File: src/rtl/bin2bcd_seq_pkg.sv
// Shared definitions for the sequential binary-to-BCD converter:
// state encodings, default sizing and the iteration-counter width.
package bin2bcd_seq_pkg;

    localparam int unsigned BIN_W_DEF  = 16;
    localparam int unsigned DIGITS_DEF = 5;

    localparam logic [1:0] ST_IDLE   = 2'b00;
    localparam logic [1:0] ST_ADJUST = 2'b01;
    localparam logic [1:0] ST_SHIFT  = 2'b10;
    localparam logic [1:0] ST_DONE   = 2'b11;

    function automatic int unsigned cnt_width(input int unsigned bin_w);
        return $clog2(bin_w + 1);
    endfunction

endpackage

File: src/rtl/bin2bcd_seq_bcd_nibble_adj.sv
// Double-dabble correction cell: a nibble of 5 or more gets +3 (wraps within 4 bits).
module bcd_nibble_adj (
    input  logic [3:0] nib_in,
    output logic [3:0] nib_out
);

    always_comb begin
        nib_out = nib_in;
        if (nib_in >= 4'd5) begin
            nib_out = nib_in + 4'd3;
        end
    end

endmodule

File: src/rtl/bin2bcd_seq.sv
// Sequential double-dabble binary-to-BCD converter with start/done handshake
// and a leading-zero blanking mask for the seven-segment drivers.
module bin2bcd_seq
    import bin2bcd_seq_pkg::*;
#(
    parameter int unsigned BIN_W  = BIN_W_DEF,
    parameter int unsigned DIGITS = DIGITS_DEF
) (
    input  logic                  clk_100MHz,
    input  logic                  reset_n,
    input  logic                  start,
    input  logic [BIN_W-1:0]      bin_in,
    output logic                  busy,
    output logic                  done,
    output logic                  valid,
    output logic [4*DIGITS-1:0]   bcd_out,
    output logic [DIGITS-1:0]     lz_mask
);

    localparam int unsigned BCD_W = 4 * DIGITS;
    localparam int unsigned CNT_W = cnt_width(BIN_W);

    logic [1:0]        state;
    logic [BCD_W-1:0]  scratch;
    logic [BCD_W-1:0]  scratch_adj;
    logic [BCD_W-1:0]  scratch_sh;
    logic [BIN_W-1:0]  shreg;
    logic [BIN_W-1:0]  shreg_sh;
    logic [CNT_W-1:0]  cnt;
    logic [CNT_W-1:0]  cnt_nxt;
    logic [DIGITS-1:0] lz_nxt;
    logic              nz_seen;

    for (genvar g = 0; g < DIGITS; g++) begin : g_adj
        bcd_nibble_adj u_adj (
            .nib_in  (scratch[4*g +: 4]),
            .nib_out (scratch_adj[4*g +: 4])
        );
    end

    always_comb begin
        {scratch_sh, shreg_sh} = {scratch, shreg} << 1;
        cnt_nxt                = cnt + CNT_W'(1);
    end

    // Mask is derived from the post-shift scratch so it lands with bcd_out.
    always_comb begin
        lz_nxt  = '0;
        nz_seen = 1'b0;
        for (int unsigned i = DIGITS - 1; i >= 1; i--) begin
            if (scratch_sh[4*i +: 4] != 4'd0) begin
                nz_seen = 1'b1;
            end
            lz_nxt[i] = ~nz_seen;
        end
    end

    always_ff @(posedge clk_100MHz or negedge reset_n) begin
        if (!reset_n) begin
            state   <= ST_IDLE;
            scratch <= '0;
            shreg   <= '0;
            cnt     <= '0;
            valid   <= 1'b0;
            bcd_out <= '0;
            lz_mask <= '0;
        end else begin
            case (state)
                ST_IDLE: begin
                    if (start) begin
                        shreg   <= bin_in;
                        scratch <= '0;
                        cnt     <= '0;
                        valid   <= 1'b0;
                        state   <= ST_ADJUST;
                    end
                end
                ST_ADJUST: begin
                    scratch <= scratch_adj;
                    state   <= ST_SHIFT;
                end
                ST_SHIFT: begin
                    scratch <= scratch_sh;
                    shreg   <= shreg_sh;
                    cnt     <= cnt_nxt;
                    if (cnt_nxt == CNT_W'(BIN_W)) begin
                        bcd_out <= scratch_sh;
                        lz_mask <= lz_nxt;
                        valid   <= 1'b1;
                        state   <= ST_DONE;
                    end else begin
                        state   <= ST_ADJUST;
                    end
                end
                default: begin
                    state <= ST_IDLE;
                end
            endcase
        end
    end

    assign busy = (state == ST_ADJUST) || (state == ST_SHIFT);
    assign done = (state == ST_DONE);

endmodule

File: config.mk
export PLATFORM = sky130hd
export DESIGN_NAME = bin2bcd_seq
export DESIGN_NICKNAME = d
export VERILOG_FILES = /design/src/rtl/bin2bcd_seq_pkg.sv /design/src/rtl/bin2bcd_seq_bcd_nibble_adj.sv /design/src/rtl/bin2bcd_seq.sv
export SDC_FILE = /design/constraint.sdc
export NUM_CORES = 1
export LEC_CHECK = 0
export ABC_AREA = 1
export CORE_UTILIZATION = 56
export CTS_CLUSTER_DIAMETER = 60
export CTS_CLUSTER_SIZE = 12
export DETAILED_ROUTE_END_ITERATION = 7
export PLACE_DENSITY_LB_ADDON = 0.25
export SKIP_LAST_GASP = 1
export SYNTH_ARGS = -nofsm -noshare
export SYNTH_HDL_FRONTEND = slang
export SYNTH_HIERARCHICAL = 1
export SYNTH_SLANG_ARGS = --single-unit
File: constraint.sdc
create_clock -name clk_100MHz -period 2.25 [get_ports clk_100MHz]
set_clock_uncertainty 0.05 [all_clocks]
set_input_delay 0.45 -clock clk_100MHz [delete_from_list [all_inputs] [get_ports clk_100MHz]]
set_output_delay 0.45 -clock clk_100MHz [all_outputs]
set_load 0.01 [all_outputs]
==> impl_metrics.tcl, run 1 <==
set metrics [dict create \
    grt_pass1_wl_um 14030 \
    yosysTopAreaCell "dfrtp_1" \
    worstPathRequired_ps 1750 \
    post-cts-setup-buffer-count 0 \
    antenna_found_initial 0 \
    p_leak_nw 1.984 \
    hold_viol 0 \
    synth_most_common_cell "nand2_1" \
    diodes 0 \
    ys_seq_area_share_pct 44.62 \
    yosys.area.top_type_share_pct 44.62 \
    ys_seq_elements 68 \
    cts_tree "built" \
    routed_wl_um 8030 \
    ant_nets 0 \
    io_buffers 45 \
    relSlewSlack_pct 59.09 \
    drive_above_1_share_pct 12.19 \
    synth_flop_cell "dfrtp_1" \
    num_rows 29 \
    synthCells 480 \
    start_util_pct 59.05 \
    r2r_cells 7 \
    violations "DRC" \
    cts-root-buf "clkbuf_8" \
    endpoint_kind "output port" \
    synth_common_cells "nand2_1 (125), dfrtp_1 (68), o21ai_0 (56), nand3_1 (55), inv_1 (46)" \
    holdCritPathClass "in -> async" \
    design.die.area_um2 7144 \
    crit_fanout 5 \
    cts_buffers 9 \
    first_iter_violations 202 \
    insertion_delay_ps 340 \
    drv_slew 0 \
    pre_cts_slack_ps 194.8 \
    async_flop_share_pct 100.0 \
    vias 3245 \
    clk_pin_slew_ps 70 \
    avgViaCountPerCell 5.390 \
    fin_ws_ps 160.6 \
    fillers 557 \
    syn_avg_cell_area_um2 7.945 \
    grt_use_total_pct 24.84 \
    clock_sinks 68 \
    fin_crit_ps 2089 \
    fin_nets 557 \
    grt_max_degree 69 \
    dp_hpwl_um 5513 \
    core_region_area_um2 6459 \
    synthTopCellsByArea "dfrtp_1 (45%), nand2_1 (12%), o21ai_0 (7.3%), nand3_1 (7.2%), ha_1 (5.2%)" \
    synth-warning-count 6 \
    ys_types 29 \
    areaGrowthSynthToFinish_pct 18.34 \
    htreeDepth 3 \
    synth_nets 515 \
    ios 47 \
    whs_ps 58.98 \
    synth_area_um2 3814 \
    setup_viol 0 \
    drv_cap 0 \
    remaining_drc_errors 3 \
    arrival_ps 1590 \
    grt_overflow 0 \
    power_density_nw_per_um2 862.1 \
    startpoint_type "flip-flop" \
    min_period_over_period_pct 92.86 \
    max_freq_mhz 478.6 \
    path_class "reg -> out" \
    drtPass1Iterations 7 \
    cts_buffer_depth 2 \
    die_height_um 84.53 \
    gp_congestion 0.8515 \
    synth-edff-count 0 \
    vdd_ir_drop_max_v 0.0006276 \
    rsz0062_at_grt "true" \
    tightest_slew_ps 613.0 \
    die_w_um 84.53 \
    grt_pass1_vias 3119 \
    wl_per_cell_um 13.34 \
    status "finished with violations" \
]
sequential cells by signal, summed over array words and instances (netlist names):
name,flops
shreg,16
bcd_out,20
scratch,20
valid,1
cnt,5
lz_mask,4
state,2
cell usage in the layout (no fill, tap or decap), drive strengths merged:
| cell type | Yosys | layout |
|---|---|---|
| nor2 | 34 | 34 |
| clkdlybuf4s50 | 0 | 43 |
| clkinv | 1 | 1 |
| nand3b | 1 | 1 |
| dfrtp | 68 | 68 |
| o211ai | 1 | 1 |
| a31oi | 1 | 1 |
| clkinvlp | 0 | 1 |
| ha | 16 | 16 |
| nand2 | 131 | 131 |
| buf | 9 | 8 |
| xor2 | 1 | 1 |
| nand3 | 55 | 55 |
| o21ai | 81 | 81 |
| and2 | 1 | 1 |
| a21oi | 6 | 6 |
| clkbuf | 12 | 13 |
| conb | 1 | 1 |
| o22ai | 3 | 3 |
| inv | 53 | 53 |
| dlymetal6s2s | 0 | 1 |
| nand4 | 4 | 4 |
| nor3 | 1 | 1 |
cell families after synthesis:
logic type,share of synthesized area (%)
and+or+nand+nor,27.76
AOI/OAI and AO/OA,13.75
buffers and inverters,8.300
DFF,44.62
adders and majority gates,5.249
xor gates and xnor gates,0.2297
other,0.09833
power by group:
group	switching [mW]	internal, mW
sequential	0.131	1.43
combinational	0.968	0.456
clock	0.430	0.479
area by class of cell:
type | instances | area (um2) | area share (%)
tap | 77 | 96.34 | 2.135
clock buffer | 13 | 168.9 | 3.743
inverter | 54 | 202.7 | 4.491
clock inverter | 1 | 7.507 | 0.1663
timing repair buffer | 52 | 538.0 | 11.92
multi-input combinational | 337 | 1798 | 39.84
sequential | 68 | 1702 | 37.70
worst paths after layout:
path / startpoint / end / slack (ps)
setup reg to reg: state[0]$_DFFE_PN0P_ / shreg[0]$_DFFE_PN0P_ / 200
hold / removal: reset_n / scratch[13]$_DFFE_PN0P_ / 60
max in group asynchronous: reset_n / bcd_out[5]$_DFFE_PN0P_ / 1780
setup / recovery: state[1]$_DFFE_PN0P_ / done / 160
hold reg to reg: bcd_out[5]$_DFFE_PN0P_ / bcd_out[5]$_DFFE_PN0P_ / 430
min in group clk_100MHz: bcd_out[5]$_DFFE_PN0P_ / bcd_out[5]$_DFFE_PN0P_ / 430
worst max-delay path: stages, from the launching register on:
cell	delay, ps
dfrtp_1	420
ha_1	260
clkdlybuf4s50_1	570
per-layer routing:
| metal | share of wire (%) | vias up | GRT usage (%) |
|---|---|---|---|
| li1 | - | 1632 | - |
| met1 | 45 | 1527 | 31.91 |
| met2 | 50 | 74 | 41.61 |
| met3 | 3.3 | 12 | 3.245 |
| met4 | 2.0 | 0 | 12.33 |
| met5 | 0 | - | 0 |
per-stage QoR:
stage          cells  setup TNS [ps]  utilization, %  area (um2)  total power [mW]
2_1_floorplan    480               0               -        3814             2.551
3_3_place_gp     588               0           67.11        4334             2.943
3_5_place_dp     588               0           67.11        4334             3.001
4_1_cts          602               0           69.84        4511             3.911
5_1_grt          602          -104.9           69.88        4513             4.151
6_report         602               0           69.88        4513             3.891
timing repair:
action	in CTS	in global routing
resized for setup	0	1
hold buffers	0	0
endpoints found under the setup margin	0	8
Note: power is estimated with default switching activity, not from simulation.
==> inputs of run 2 (changes only) <==
- CTS_CLUSTER_DIAMETER: 60 -> not set
==> results of run 2 <==
No change in the layout: final DEF, timing and power equal those of run 1.
==> inputs of run 3 (changes only) <==
- CAP_MARGIN: not set -> 20
- CTS_CLUSTER_DIAMETER: not set -> 50
==> results of run 3 <==
No change in the layout: final DEF, timing and power equal those of run 1.
